==> config.mk <==
export PLATFORM = sky130hd
export DESIGN_NAME = secure_serdes_decryptor
export DESIGN_NICKNAME = d
export VERILOG_FILES = /design/src/rtl/secure_serdes_pkg.sv /design/src/rtl/secure_serdes_shift_in.sv /design/src/rtl/secure_serdes_decryptor.sv
export SDC_FILE = /design/constraint.sdc
export NUM_CORES = 1
export LEC_CHECK = 0
export CAP_MARGIN = 30
export CORE_MARGIN = 2
export CORE_UTILIZATION = 50
export CTS_BUF_LIST = sky130_fd_sc_hd__clkbuf_4 sky130_fd_sc_hd__clkbuf_8
export CTS_CLUSTER_SIZE = 40
export DETAILED_ROUTE_END_ITERATION = 10
export HOLD_SLACK_MARGIN = 0.12
export PLACE_DENSITY = 0.74
export SLEW_MARGIN = 20
export SYNTH_ARGS = -nofsm -noshare
export SYNTH_HDL_FRONTEND = slang
export SYNTH_SLANG_ARGS = --single-unit
==> constraint.sdc <==
create_clock -name clk -period 1.75 [get_ports clk]
set_input_delay 0.35 -clock clk [delete_from_list [all_inputs] [get_ports clk]]
set_output_delay 0.35 -clock clk [all_outputs]
set_load 0.05 [all_outputs]
==> src/rtl/secure_serdes_pkg.sv <==
// -----------------------------------------------------------------------------
// secure_serdes_pkg
// Shared definitions for the secure SerDes link (receive side and encryptor):
//   - state_e     : receive FSM states (IDLE, RECV, DECRYPT)
//   - FRAME_BITS  : bits per serial frame
//   - DEFAULT_KEY : 128-bit shared link key
//   - key_byte_at : selects byte idx of a 128-bit key (byte 0 = key[7:0])
// -----------------------------------------------------------------------------
package secure_serdes_pkg;

  typedef enum logic [1:0] {
    IDLE    = 2'd0,
    RECV    = 2'd1,
    DECRYPT = 2'd2
  } state_e;

  localparam int FRAME_BITS = 8;

  localparam logic [127:0] DEFAULT_KEY = 128'hA1B2_C3D4_E5F6_0123_4567_89AB_CDEF_1234;

  function automatic logic [7:0] key_byte_at(input logic [127:0] key, input logic [3:0] idx);
    return key[{idx, 3'b000} +: 8];
  endfunction

endpackage

==> src/rtl/secure_serdes_shift_in.sv <==
// -----------------------------------------------------------------------------
// secure_serdes_shift_in
// Serial-in / parallel-out shift register, MSB first (new bits enter at bit 0).
// Ports:
//   clk         clock, rising edge
//   rst_n       synchronous active-low reset (clears the register)
//   clr_i       synchronous clear, has priority over shift
//   shift_en_i  shift bit_i in this cycle
//   bit_i       serial input bit
//   data_o      parallel register contents
// -----------------------------------------------------------------------------
module secure_serdes_shift_in
  import secure_serdes_pkg::*;
#(
  parameter int WIDTH = FRAME_BITS
) (
  input  logic             clk,
  input  logic             rst_n,
  input  logic             clr_i,
  input  logic             shift_en_i,
  input  logic             bit_i,
  output logic [WIDTH-1:0] data_o
);

  logic [WIDTH-1:0] data_q;
  logic [WIDTH-1:0] data_d;

  always_comb begin
    data_d = data_q;
    if (clr_i) begin
      data_d = '0;
    end else if (shift_en_i) begin
      data_d = {data_q[WIDTH-2:0], bit_i};
    end
  end

  always_ff @(posedge clk) begin
    if (!rst_n) begin
      data_q <= '0;
    end else begin
      data_q <= data_d;
    end
  end

  assign data_o = data_q;

endmodule

==> src/rtl/secure_serdes_decryptor.sv <==
// -----------------------------------------------------------------------------
// secure_serdes_decryptor
// Receive side of the secure SerDes link. Deserializes an 8-bit MSB-first
// cipher stream and the bit-aligned pad stream, then recovers
// plain = C ^ B ^ key_byte into a valid/ready holding register.
// Optional feature macro: SECURE_SERDES_ROLLING_KEY_EN
//   defined   : key byte rotates through KEY bytes 0..15, one step per frame
//   undefined : key byte is always KEY[7:0]
// Ports:
//   clk          clock, rising edge
//   rst_n        synchronous active-low reset
//   start        frame start strobe, sampled only in IDLE
//   cipher_bit   serial cipher data, MSB first
//   b_bit        serial pad data, MSB first
//   plain_ready  consumer accepts plain_data when high with plain_valid
//   plain_data   recovered plaintext byte
//   plain_valid  holding register full
//   busy         high in RECV and DECRYPT
//   overrun      sticky: a completed frame was dropped (register full)
// -----------------------------------------------------------------------------
module secure_serdes_decryptor
  import secure_serdes_pkg::*;
#(
  parameter logic [127:0] KEY = DEFAULT_KEY
) (
  input  logic       clk,
  input  logic       rst_n,
  input  logic       start,
  input  logic       cipher_bit,
  input  logic       b_bit,
  input  logic       plain_ready,
  output logic [7:0] plain_data,
  output logic       plain_valid,
  output logic       busy,
  output logic       overrun
);

  state_e     state_q, state_d;
  logic [2:0] bit_cnt_q;
  logic [7:0] data_q;
  logic       valid_q;
  logic       overrun_q;

  logic       clr;
  logic       shift_en;
  logic       dec;
  logic [7:0] c_word;
  logic [7:0] b_word;
  logic [7:0] key_byte;
  logic [7:0] result;
  logic       load;
  logic       drain;

  // State register
  always_ff @(posedge clk) begin
    if (!rst_n) begin
      state_q <= IDLE;
    end else begin
      state_q <= state_d;
    end
  end

  // Next-state logic
  always_comb begin
    state_d = state_q;
    case (state_q)
      IDLE:    if (start) state_d = RECV;
      RECV:    if (bit_cnt_q == 3'd7) state_d = DECRYPT;
      DECRYPT: state_d = IDLE;
      default: state_d = IDLE;
    endcase
  end

  // FSM outputs
  always_comb begin
    clr      = (state_q == IDLE) && start;
    shift_en = (state_q == RECV);
    dec      = (state_q == DECRYPT);
    busy     = (state_q != IDLE);
  end

  // Bit counter wraps 7 -> 0 naturally on the last RECV cycle.
  always_ff @(posedge clk) begin
    if (!rst_n) begin
      bit_cnt_q <= 3'd0;
    end else if (clr) begin
      bit_cnt_q <= 3'd0;
    end else if (shift_en) begin
      bit_cnt_q <= bit_cnt_q + 3'd1;
    end
  end

  secure_serdes_shift_in #(.WIDTH(FRAME_BITS)) u_shift_c (
    .clk        (clk),
    .rst_n      (rst_n),
    .clr_i      (clr),
    .shift_en_i (shift_en),
    .bit_i      (cipher_bit),
    .data_o     (c_word)
  );

  secure_serdes_shift_in #(.WIDTH(FRAME_BITS)) u_shift_b (
    .clk        (clk),
    .rst_n      (rst_n),
    .clr_i      (clr),
    .shift_en_i (shift_en),
    .bit_i      (b_bit),
    .data_o     (b_word)
  );

`ifdef SECURE_SERDES_ROLLING_KEY_EN
  logic [3:0] key_idx_q;

  // Advances on every DECRYPT, dropped frames included, to track the transmitter.
  always_ff @(posedge clk) begin
    if (!rst_n) begin
      key_idx_q <= 4'd0;
    end else if (dec) begin
      key_idx_q <= key_idx_q + 4'd1;
    end
  end

  assign key_byte = key_byte_at(KEY, key_idx_q);
`else
  assign key_byte = KEY[7:0];
`endif

  assign result = c_word ^ b_word ^ key_byte;

  // A drain in the same cycle frees the slot, so a DECRYPT can still load.
  assign drain = valid_q && plain_ready;
  assign load  = dec && (!valid_q || plain_ready);

  always_ff @(posedge clk) begin
    if (!rst_n) begin
      data_q    <= 8'h00;
      valid_q   <= 1'b0;
      overrun_q <= 1'b0;
    end else begin
      if (load) begin
        data_q  <= result;
        valid_q <= 1'b1;
      end else if (drain) begin
        valid_q <= 1'b0;
      end
      if (dec && !load) begin
        overrun_q <= 1'b1;
      end
    end
  end

  assign plain_data  = data_q;
  assign plain_valid = valid_q;
  assign overrun     = overrun_q;

endmodule

==> results of run 1 <==
## sequential cells by signal, indices dropped and copies added (netlist names)
register          count
plain_valid           1
bit_cnt_q             3
plain_data            8
overrun               1
u_shift_b.data_o      8
state_q               2
u_shift_c.data_o      8
## power by group
part           internal [W]  total (W)  switching, W
registers          0.000711   0.000717    0.00000599
clock network      0.000337   0.000580      0.000243
logic             0.0000347  0.0000828     0.0000481
total               0.00108    0.00138      0.000297
## per-layer routing
metal  wire length, um  up-vias  share of wire (%)
met2              1020       19                 46
met4                37        0                1.7
met1              1040      418                 47
li1                  -      500                  -
met3               112        4                5.1
met5                 0        -                  0
## stage by stage
| stage | utilization (%) | total power [W] |
|---|---|---|
| floorplan | - | 0.000791 |
| detailed placement | 61.0 | 0.000816 |
| CTS | 64.8 | 0.00139 |
| finish | 64.8 | 0.00138 |
| global placement | 61.0 | 0.000814 |
| global route | 64.8 | 0.00144 |
## kinds of logic (layout without fill, tap and decap cells)
logic type,count (synthesis),count (layout),share of synthesized area (%)
XOR/XNOR,9,9,6.46
multiplexers,1,1,0.922
adder cells (fa/ha/maj),2,2,2.05
buffers and inverters,10,29,4.61
AND/OR/NAND/NOR,51,51,18.0
flip-flops,31,31,50.8
AO/OA/AOI/OAI,37,37,17.1
## cells in the final DEF, fill, tap and decap left out
cell	instances
clkbuf_8	1
nand2b_1	3
bufinv_16	1
nor3_1	1
and3_1	1
buf_12	1
nor2b_1	2
mux2_2	1
nand3_1	3
inv_1	2
dfxtp_1	31
a21oi_1	28
nand2_1	36
nor2_1	3
buf_4	13
clkinv_2	1
clkdlybuf4s50_1	5
ha_1	2
a211oi_1	5
clkbuf_4	5
o21ai_0	3
or2_4	1
o21ai_4	1
and2b_1	1
xnor2_1	9
## critical path, delay by kind of cell (launching register included)
kind / cells / cell delay (ns)
buf+inv: 1 / 0.15
simple gates: 1 / 0.30
flops: 1 / 0.37
## cells in the mapped netlist (all sizes together)
master | n | area [um2]
nor3 | 1 | 5.00
clkbuf | 2 | 7.51
a211oi | 5 | 37.5
mux2 | 1 | 11.3
ha | 2 | 25.0
or2 | 1 | 8.76
o21ai | 4 | 31.3
a21oi | 28 | 140
nor2 | 3 | 11.3
nand3 | 3 | 15.0
xnor2 | 9 | 78.8
buf | 6 | 41.3
nand2b | 3 | 18.8
and2b | 1 | 7.51
inv | 2 | 7.51
nor2b | 2 | 12.5
nand2 | 36 | 135
and3 | 1 | 6.26
dfxtp | 31 | 621
## path summary, 6_finish.rpt
kind | start | endpoint | slack, ns | cells after the start
worst max register to register | state_q[0] | u_shift_c.data_o[7] | 0.45 | 3
worst min register to register | bit_cnt_q[2] | bit_cnt_q[2] | 0.47 | 2
worst max-delay path | state_q[0] | busy | 0.25 | 2
worst min-delay path | bit_cnt_q[2] | bit_cnt_q[2] | 0.47 | 2
## final cells by class
| type | instances | area, um2 | share of cell area, % |
|---|---|---|---|
| Timing Repair Buffer | 19 | 168 | 11.5 |
| Sequential cell | 31 | 621 | 42.5 |
| Multi-Input combinational cell | 100 | 544 | 37.2 |
| Clock buffer | 6 | 51.3 | 3.51 |
| Clock inverter | 2 | 35.0 | 2.40 |
| Tap cell | 28 | 35.0 | 2.40 |
| Inverter | 2 | 7.51 | 0.514 |
==> reports/metrics.cfg, run 1 <==
[outcome]
outcome=finished, final reports clean

[place]
place_inst=180
pre_cts_slack_ns=0.185
numPortBuffers=16
dp_hpwl_mm=1.57
placed_area_um2=1380
gp_congestion=0.736

[setup_path]
cp_slowest_stage_delay_ns=0.37
crit_chain=or2_4, buf_12
cp.arrival_ns=1.15
slowest_stage=dfxtp_1
crit_fanout=6
worst_setup_path_end_kind=primary output
cp_data_required_time_ns=1.40
critPathLaunchType=flip-flop
crit_type=flip-flop to primary output

[global_routing]
grt_busiest_layer=met2
grt_use_met3_pct=10.2
globalRouteMet2Util_pct=30.9
grt_use_total_pct=19.2
antenna_found_initial=0
grt.met1_usage_pct=21.1
grt_max_degree=21
first_global_vias=881
grt_first_pass_wirelength_mm=3.73
grt-ovfl-total=0

[cells_and_area]
nFillCells=213
drive_above_1_share_pct=15.6
design_area_um2=1460
antenna-diode-count=0
fin_nets=167
areaGrowthSynthToFinish_pct=19.7
stdcell_count=188

[sta]
fin_crit_sh_pct=85.6
worst_slack_ns=0.251
fin_setup_tns_ns=0
whs_ns=0.469
setup_viol=0
maxSlewHeadroom_pct=66.9
fmax_mhz=667
rsz0062_at_grt=false
worstMarginPinSlew_ns=0.495
min_period_ns=1.50
skew_ns=0.00570
slew_violations=0
hold_viol=0

[die]
dieHeight_um=53.4
die-area_um2=2850
die_x_um=53.4
fp.coreArea_um2=2250
start_util_pct=54.2
ios=17
row_count=17

[cts]
h-tree-depth=2
ctsHoldBuffers=0
clkTransAtPathRegs_ns=0.09
cts-resized-gates=0
cts_made_buffers=5
insertion_delay_ns=0.33
cts_setup_buffers=0
root_buffer=clkbuf_4
clock_sinks=31
clock_path_buffers=2
cts_tree=done

[pwr]
vdd_drop_max_uv=721
power.leakage_nw=0.521
p_per_area_nw_per_um2=945

[routing]
vias=941
via_per_inst=5.01
firstDrtPassIters=4
ant_nets=0
drc=0
wl_mm=2.21
drtIter0Drc=17
post_drt_wl_per_cell_um=11.8

[job]
drv_cap=0

[yosys]
yosysUniqueCellTypes=22
ys_seq_area_share_pct=50.8
netlist_area_um2=1220
syn_area_per_cell_um2=8.66
syn_nets=149
ys_ff_latch=31
synthCells=141
yosys_warnings=0

[min_path]
hold_class=flip-flop to flip-flop

Note: power is estimated with default switching activity, not from simulation.
==> run 2, diff against run 1 <==
ABC_AREA = 1   (was default)
CTS_BUF_LIST = sky130_fd_sc_hd__clkbuf_2   (was sky130_fd_sc_hd__clkbuf_4 sky130_fd_sc_hd__clkbuf_8)
PLACE_DENSITY = 0.73   (was 0.74)
==> run 2 against run 1 <==
Clock-buffer cell count stayed put. Global-route usage is 2.2 points lower. Utilization is 4.3 points lower. Maximum frequency is 1.7% higher. Synthesized cell count is 36% higher. Register-to-register slack better by 0.04 ns. Sequential share of layout area is 1.8 points lower. Sequential power hardly changed. Via count is 22% higher. Flip-flop and latch count stayed put. Wire length is 5.1% higher. Largest power group unchanged.
==> reports/metrics.cfg, run 2 <==
[setup_path]
crit_chain=nor2_1, inv_1, buf_12  ; was or2_4, buf_12
rr_worst_depth=5  ; was 3
cp.arrival_ns=1.12  ; was 1.15 ns
crit_family=flip-flops  ; unchanged
reg2reg_slack_ns=0.49  ; was 0.45 ns
crit_fanout=3  ; was 6
cp.depth=3  ; was 2
reg2reg_from=state_q[0]  ; unchanged
critPathLaunchType=flip-flop  ; unchanged
slowest_stage=dfxtp_1  ; unchanged
crit_buf_inv=2  ; was 1
cp_slowest_stage_delay_ns=0.36  ; was 0.37 ns
crit_type=flip-flop to primary output  ; unchanged
cp_data_required_time_ns=1.40  ; about the same
worst_setup_path_end_kind=primary output  ; unchanged
r2r_end=u_shift_c.data_o[6]  ; was u_shift_c.data_o[7]

[job]
drv_cap=0  ; unchanged

[cts]
cts_setup_buffers=0  ; unchanged
h-tree-depth=2  ; unchanged
clock_sinks=31  ; unchanged
cts-resized-gates=0  ; unchanged
cts_tree=done  ; unchanged
insertion_delay_ns=0.35  ; was 0.33 ns
root_buffer=clkbuf_2  ; was clkbuf_4
ctsHoldBuffers=0  ; unchanged
cts_made_buffers=5  ; unchanged
clock_path_buffers=2  ; unchanged
clkTransAtPathRegs_ns=0.14  ; was 0.09 ns

[die]
die_x_um=56.1  ; was 53.4 um
ios=17  ; unchanged
dieHeight_um=56.1  ; was 53.4 um
die-area_um2=3150  ; was 2850 um2
start_util_pct=53.8  ; was 54.2%
row_count=18  ; was 17
fp.coreArea_um2=2520  ; was 2250 um2

[cells_and_area]
antenna-diode-count=0  ; unchanged
fin_nets=218  ; was 167
nFillCells=253  ; was 213
layout_common_cells=nand2_1 (49), dfxtp_1 (31), nor2_1 (28), inv_1 (24), a21oi_1 (21)  ; was nand2_1 (36), dfxtp_1 (31), a21oi_1 (28), buf_4 (13), xnor2_1 (9)
fin_util_pct=60.5  ; was 64.8%
design_area_um2=1530  ; was 1460 um2
drive_above_1_share_pct=12.9  ; was 15.6%
areaGrowthSynthToFinish_pct=12.4  ; was 19.7%
layout_commonest_cell=nand2_1  ; unchanged

[place]
placed_area_um2=1500  ; was 1380 um2
dp_hpwl_mm=1.64  ; was 1.57 mm
numPortBuffers=16  ; unchanged
gp_congestion=0.700  ; was 0.736

[yosys]
synthTopCellsByArea=dfxtp_1 (46%), nand2_1 (14%), a21oi_1 (7.7%)  ; was dfxtp_1 (51%), a21oi_1 (11%), nand2_1 (11%)
synth_edf_count=0  ; unchanged
yosys_warnings=0  ; unchanged
synth_top_cell_by_area=dfxtp_1  ; unchanged
syn_area_per_cell_um2=7.07  ; was 8.66 um2
synthFlopType=dfxtp_1  ; unchanged
syn_nets=200  ; was 149
netlist_area_um2=1360  ; was 1220 um2
synth_top_area_share_pct=45.7  ; was 50.8%
ys_ff_latch=31  ; unchanged
ys_seq_area_share_pct=45.7  ; was 50.8%
yosysUniqueCellTypes=16  ; was 22
async_reset_ff_share_pct=0  ; unchanged
synthTopCellsByCount=nand2_1 (49), dfxtp_1 (31), nor2_1 (28)  ; was nand2_1 (36), dfxtp_1 (31), a21oi_1 (28)
synthCells=192  ; was 141
synth.most_common_cell=nand2_1  ; unchanged

[outcome]
outcome=finished, final reports clean  ; unchanged

[routing]
drtIter0Drc=29  ; was 17
vias=1150  ; was 941
ant_nets=0  ; unchanged
drc=0  ; unchanged
post_drt_wl_per_cell_um=9.72  ; was 11.8 um
firstDrtPassIters=4  ; unchanged
wl_mm=2.32  ; was 2.21 mm
via_per_inst=4.81  ; was 5.01

[global_routing]
globalRouteMet2Util_pct=23.0  ; was 30.9%
grt.met1_usage_pct=25.0  ; was 21.1%
grt_busiest_layer=met1  ; was met2
grt_use_met3_pct=5.12  ; was 10.2%
antenna_found_initial=0  ; unchanged
grt-ovfl-total=0  ; unchanged
grt_max_degree=21  ; unchanged
first_global_vias=1003  ; was 881
grt_first_pass_wirelength_mm=4.29  ; was 3.73 mm
grt_use_total_pct=17.0  ; was 19.2%

[sta]
whs_ns=0.465  ; was 0.469 ns
fmax_mhz=679  ; was 667 MHz
setup_viol=0  ; unchanged
slew_violations=0  ; unchanged
worstMarginPinSlew_ns=0.295  ; was 0.495 ns
rsz0062_at_grt=false  ; unchanged
maxSlewHeadroom_pct=80.2  ; was 66.9%
skew_ns=0.0131  ; was 0.00570 ns
fin_setup_tns_ns=0  ; unchanged
min_period_ns=1.47  ; was 1.50 ns
fin_crit_sh_pct=84.2  ; was 85.6%
hold_viol=0  ; unchanged

[min_path]
min_path_cells=2  ; unchanged
min_to=overrun  ; was bit_cnt_q[2]
hold_start=overrun  ; was bit_cnt_q[2]
hold_class=flip-flop to flip-flop  ; unchanged

[pwr]
fin_total_pwr_w=0.00112  ; was 0.00138 W
vdd_drop_max_uv=496  ; was 721 uV
power.leakage_nw=0.686  ; was 0.521 nW
p_per_area_nw_per_um2=731  ; was 945 nW/um2

-- run 2: how the worst max path moves through the flow --
| stage | start | to | slack [ns] |
|---|---|---|---|
| floorplan | plain_valid | plain_data[6] | 0.46 |
| global placement | plain_ready | plain_data[6] | 0.32 |
| detailed placement | plain_ready | plain_data[2] | 0.27 |
| CTS | state_q[0] | busy | 0.26 |
| global route | state_q[0] | busy | 0.19 |
| finish | state_q[0] | busy | 0.28 |
-- run 2: per-stage QoR --
step                instances  setup slack, ns
finish                    239            0.276
global route              239            0.190
CTS                       239            0.260
detailed placement        233            0.274
global placement          233            0.319
floorplan                 192            0.460
-- run 2: logic make-up after synthesis --
group           after synthesis  share of synthesized area, %
flops                        31                          45.7
buf+inv                      34                          12.4
simple gates                103                          31.7
xor+xnor                      1                         0.645
compound gates               21                          7.74
fa+ha+maj                     2                          1.84
-- run 2: power breakdown --
part,internal (W),switching [W]
combinational,0.0000346,0.0000555
sequential,0.000712,0.00000518
clock,0.0000903,0.000218
-- run 2: layout make-up --
cell class | count | area, um2 | area share (%)
Sequential cell | 31 | 621 | 40.7
Inverter | 25 | 93.8 | 6.15
Clock buffer | 6 | 30.0 | 1.97
Multi-Input combinational cell | 127 | 569 | 37.3
Timing Repair Buffer | 20 | 175 | 11.5
Tap cell | 30 | 37.5 | 2.46
-- run 2: layer usage --
| metal | routed length, um | vias to the layer above |
|---|---|---|
| li1 | - | 621 |
| met1 | 1160 | 497 |
| met2 | 979 | 28 |
| met3 | 149 | 4 |
| met4 | 31 | 0 |
| met5 | 0 | - |
-- run 2: worst min-delay path, cell delays in order (launching register included) --
cell     delay (ns)
dfxtp_1        0.34
inv_1          0.05
a21oi_1        0.05
==> run 3, diff against run 2 <==
PLACE_DENSITY = 0.76   (was 0.73)
clock period = 1.25 ns   (was 1.75 ns; I/O delays follow)
==> run 3 against run 2 <==
The flow now finishes with violations (negative setup slack). Final cell count increased by 1.7%. First-iteration DRC count down 21%. Clock-buffer cell count down 1. Sequential power rose by 41%. Power up 43%. Clock skew is 0.0029 ns higher. Wire length up 14%. Die area is the same. Setup slack got worse by 0.32 ns. Critical path depth did not move. Utilization is 7.2 points higher. Critical endpoint unchanged. Largest power group unchanged.
==> reports/metrics.cfg, run 3 (synthesis results as in run 2) <==
[cells_and_area]
design_area_um2=1710  ; was 1530 um2
areaGrowthSynthToFinish_pct=25.8  ; was 12.4%
layout_common_cells=nand2_1 (49), nor2_1 (27), dfxtp_1 (27), inv_1 (23), a21oi_1 (21)  ; was nand2_1 (49), dfxtp_1 (31), nor2_1 (28), inv_1 (24), a21oi_1 (21)
layout_commonest_cell=nand2_1  ; unchanged
fin_util_pct=67.7  ; was 60.5%
antenna-diode-count=0  ; unchanged
drive_above_1_share_pct=16.9  ; was 12.9%
fin_nets=221  ; was 218

[sta]
fin_crit_sh_pct=104
setup_viol=1  ; was 0
worstMarginPinSlew_ns=0.207  ; was 0.295 ns
worst_slack_ns=-0.0478  ; was 0.276 ns
slew_violations=0  ; unchanged
hold_viol=0  ; unchanged
rsz0062_at_grt=true  ; was false
min_period_ns=1.30
fmax_mhz=771
skew_ns=0.0159  ; was 0.0131 ns
maxSlewHeadroom_pct=86.2  ; was 80.2%

[setup_path]
slowest_stage=dfxtp_2  ; was dfxtp_1
worst_setup_path_end_kind=primary output  ; unchanged
crit_chain=nor2_4, inv_2, buf_12  ; was nor2_1, inv_1, buf_12
cp_slowest_stage_delay_ns=0.36  ; about the same
crit_fanout=2  ; was 3
cp.arrival_ns=1.05  ; was 1.12 ns
cp_data_required_time_ns=1.00  ; was 1.40 ns
crit_type=flip-flop to primary output  ; unchanged
critPathLaunchType=flip-flop  ; unchanged

[global_routing]
grt-ovfl-total=0  ; unchanged
grt_use_total_pct=19.0  ; was 17.0%
grt_use_met3_pct=6.98  ; was 5.12%
grt.met1_usage_pct=21.6  ; was 25.0%
globalRouteMet2Util_pct=31.6  ; was 23.0%
antenna_found_initial=0  ; unchanged
grt_busiest_layer=met2  ; was met1
grt_first_pass_wirelength_mm=4.64  ; was 4.29 mm
first_global_vias=1142  ; was 1,003
grt_max_degree=21  ; unchanged

[die]
die_x_um=56.1  ; unchanged
start_util_pct=53.8  ; unchanged
fp.coreArea_um2=2520  ; unchanged
ios=17  ; unchanged
die-area_um2=3150  ; unchanged
dieHeight_um=56.1  ; unchanged
row_count=18  ; unchanged

[cts]
clock_sinks=31  ; unchanged
cts_made_buffers=5  ; unchanged
insertion_delay_ns=0.38  ; was 0.35 ns
h-tree-depth=2  ; unchanged
clkTransAtPathRegs_ns=0.15  ; was 0.14 ns
clock_path_buffers=2  ; unchanged
ctsHoldBuffers=0  ; unchanged
cts_tree=done  ; unchanged
root_buffer=clkbuf_2  ; unchanged

[routing]
ant_nets=0  ; unchanged
wl_mm=2.65  ; was 2.32 mm
drtIter0Drc=23  ; was 29
drc=0  ; unchanged
post_drt_wl_per_cell_um=10.9  ; was 9.72 um
via_per_inst=4.95  ; was 4.81
vias=1204  ; was 1,150
firstDrtPassIters=4  ; unchanged

[place]
gp_congestion=0.725  ; was 0.700
dp_hpwl_mm=1.83  ; was 1.64 mm
numPortBuffers=16  ; unchanged
placed_area_um2=1640  ; was 1500 um2

[pwr]
p_per_area_nw_per_um2=936  ; was 731 nW/um2
power.leakage_nw=0.738  ; was 0.686 nW
vdd_drop_max_uv=740  ; was 496 uV

[outcome]
outcome=finished with violations  ; was finished, final reports clean
violations=negative setup slack

[job]
drv_cap=0  ; unchanged

[min_path]
hold_class=primary input to flip-flop  ; was flip-flop to flip-flop

## run 3: timing repair
action,in CTS,in global routing
setup endpoints to repair,1,10
pin swaps,1,1
setup buffers,3,0
resized for setup,5,2
## run 3: stage by stage
| step | setup WS, ns | hold slack, ns | power, W | setup TNS, ns | instances |
|---|---|---|---|---|---|
| 3_5_place_dp | -0.133 | 0.462 | 0.00116 | -0.950 | 233 |
| 2_1_floorplan | 0.148 | 0.408 | 0.00112 | 0 | 192 |
| 3_3_place_gp | -0.0660 | 0.454 | 0.00116 | -0.493 | 233 |
| 5_1_grt | -0.0999 | 0.461 | 0.00168 | -0.0999 | 243 |
| 6_report | -0.0478 | 0.452 | 0.00160 | -0.0478 | 243 |
| 4_1_cts | -0.0649 | 0.439 | 0.00162 | -0.0649 | 243 |
## run 3: area by class of cell
class	count	area, um2
Fill cell	205	815
Sequential cell	31	626
Multi-Input combinational cell	127	582
Timing Repair Buffer	23	335
Inverter	25	93.8
Tap cell	30	37.5
Clock buffer	5	25.0
Clock inverter	2	8.76
## run 3: per-layer routing
layer	up-vias	wire length, um
met5	-	0
met4	0	58
met3	7	145
met2	28	1300
met1	541	1140
li1	628	-
## run 3: final timing paths
path / depth (start not counted) / start / end / slack [ns]
min reg2reg: 2 / bit_cnt_q[2] / bit_cnt_q[2] / 0.48
min: 3 / cipher_bit / u_shift_c.data_o[0] / 0.45
max: 3 / state_q[0] / busy / -0.05
max reg2reg: 6 / state_q[1] / bit_cnt_q[0] / 0.12
## run 3: worst max-delay path, delay by kind of cell (launching register included)
kind,cells,cell delay [ns]
buffers and inverters,2,0.19
flip-flops,1,0.36
AND/OR/NAND/NOR,1,0.11
## run 3: report_power, final
part / internal, W / switching, W
sequential: 0.000998 / 0.00000740
clock: 0.000118 / 0.000327
combinational: 0.0000638 / 0.0000850
total: 0.00118 / 0.000419
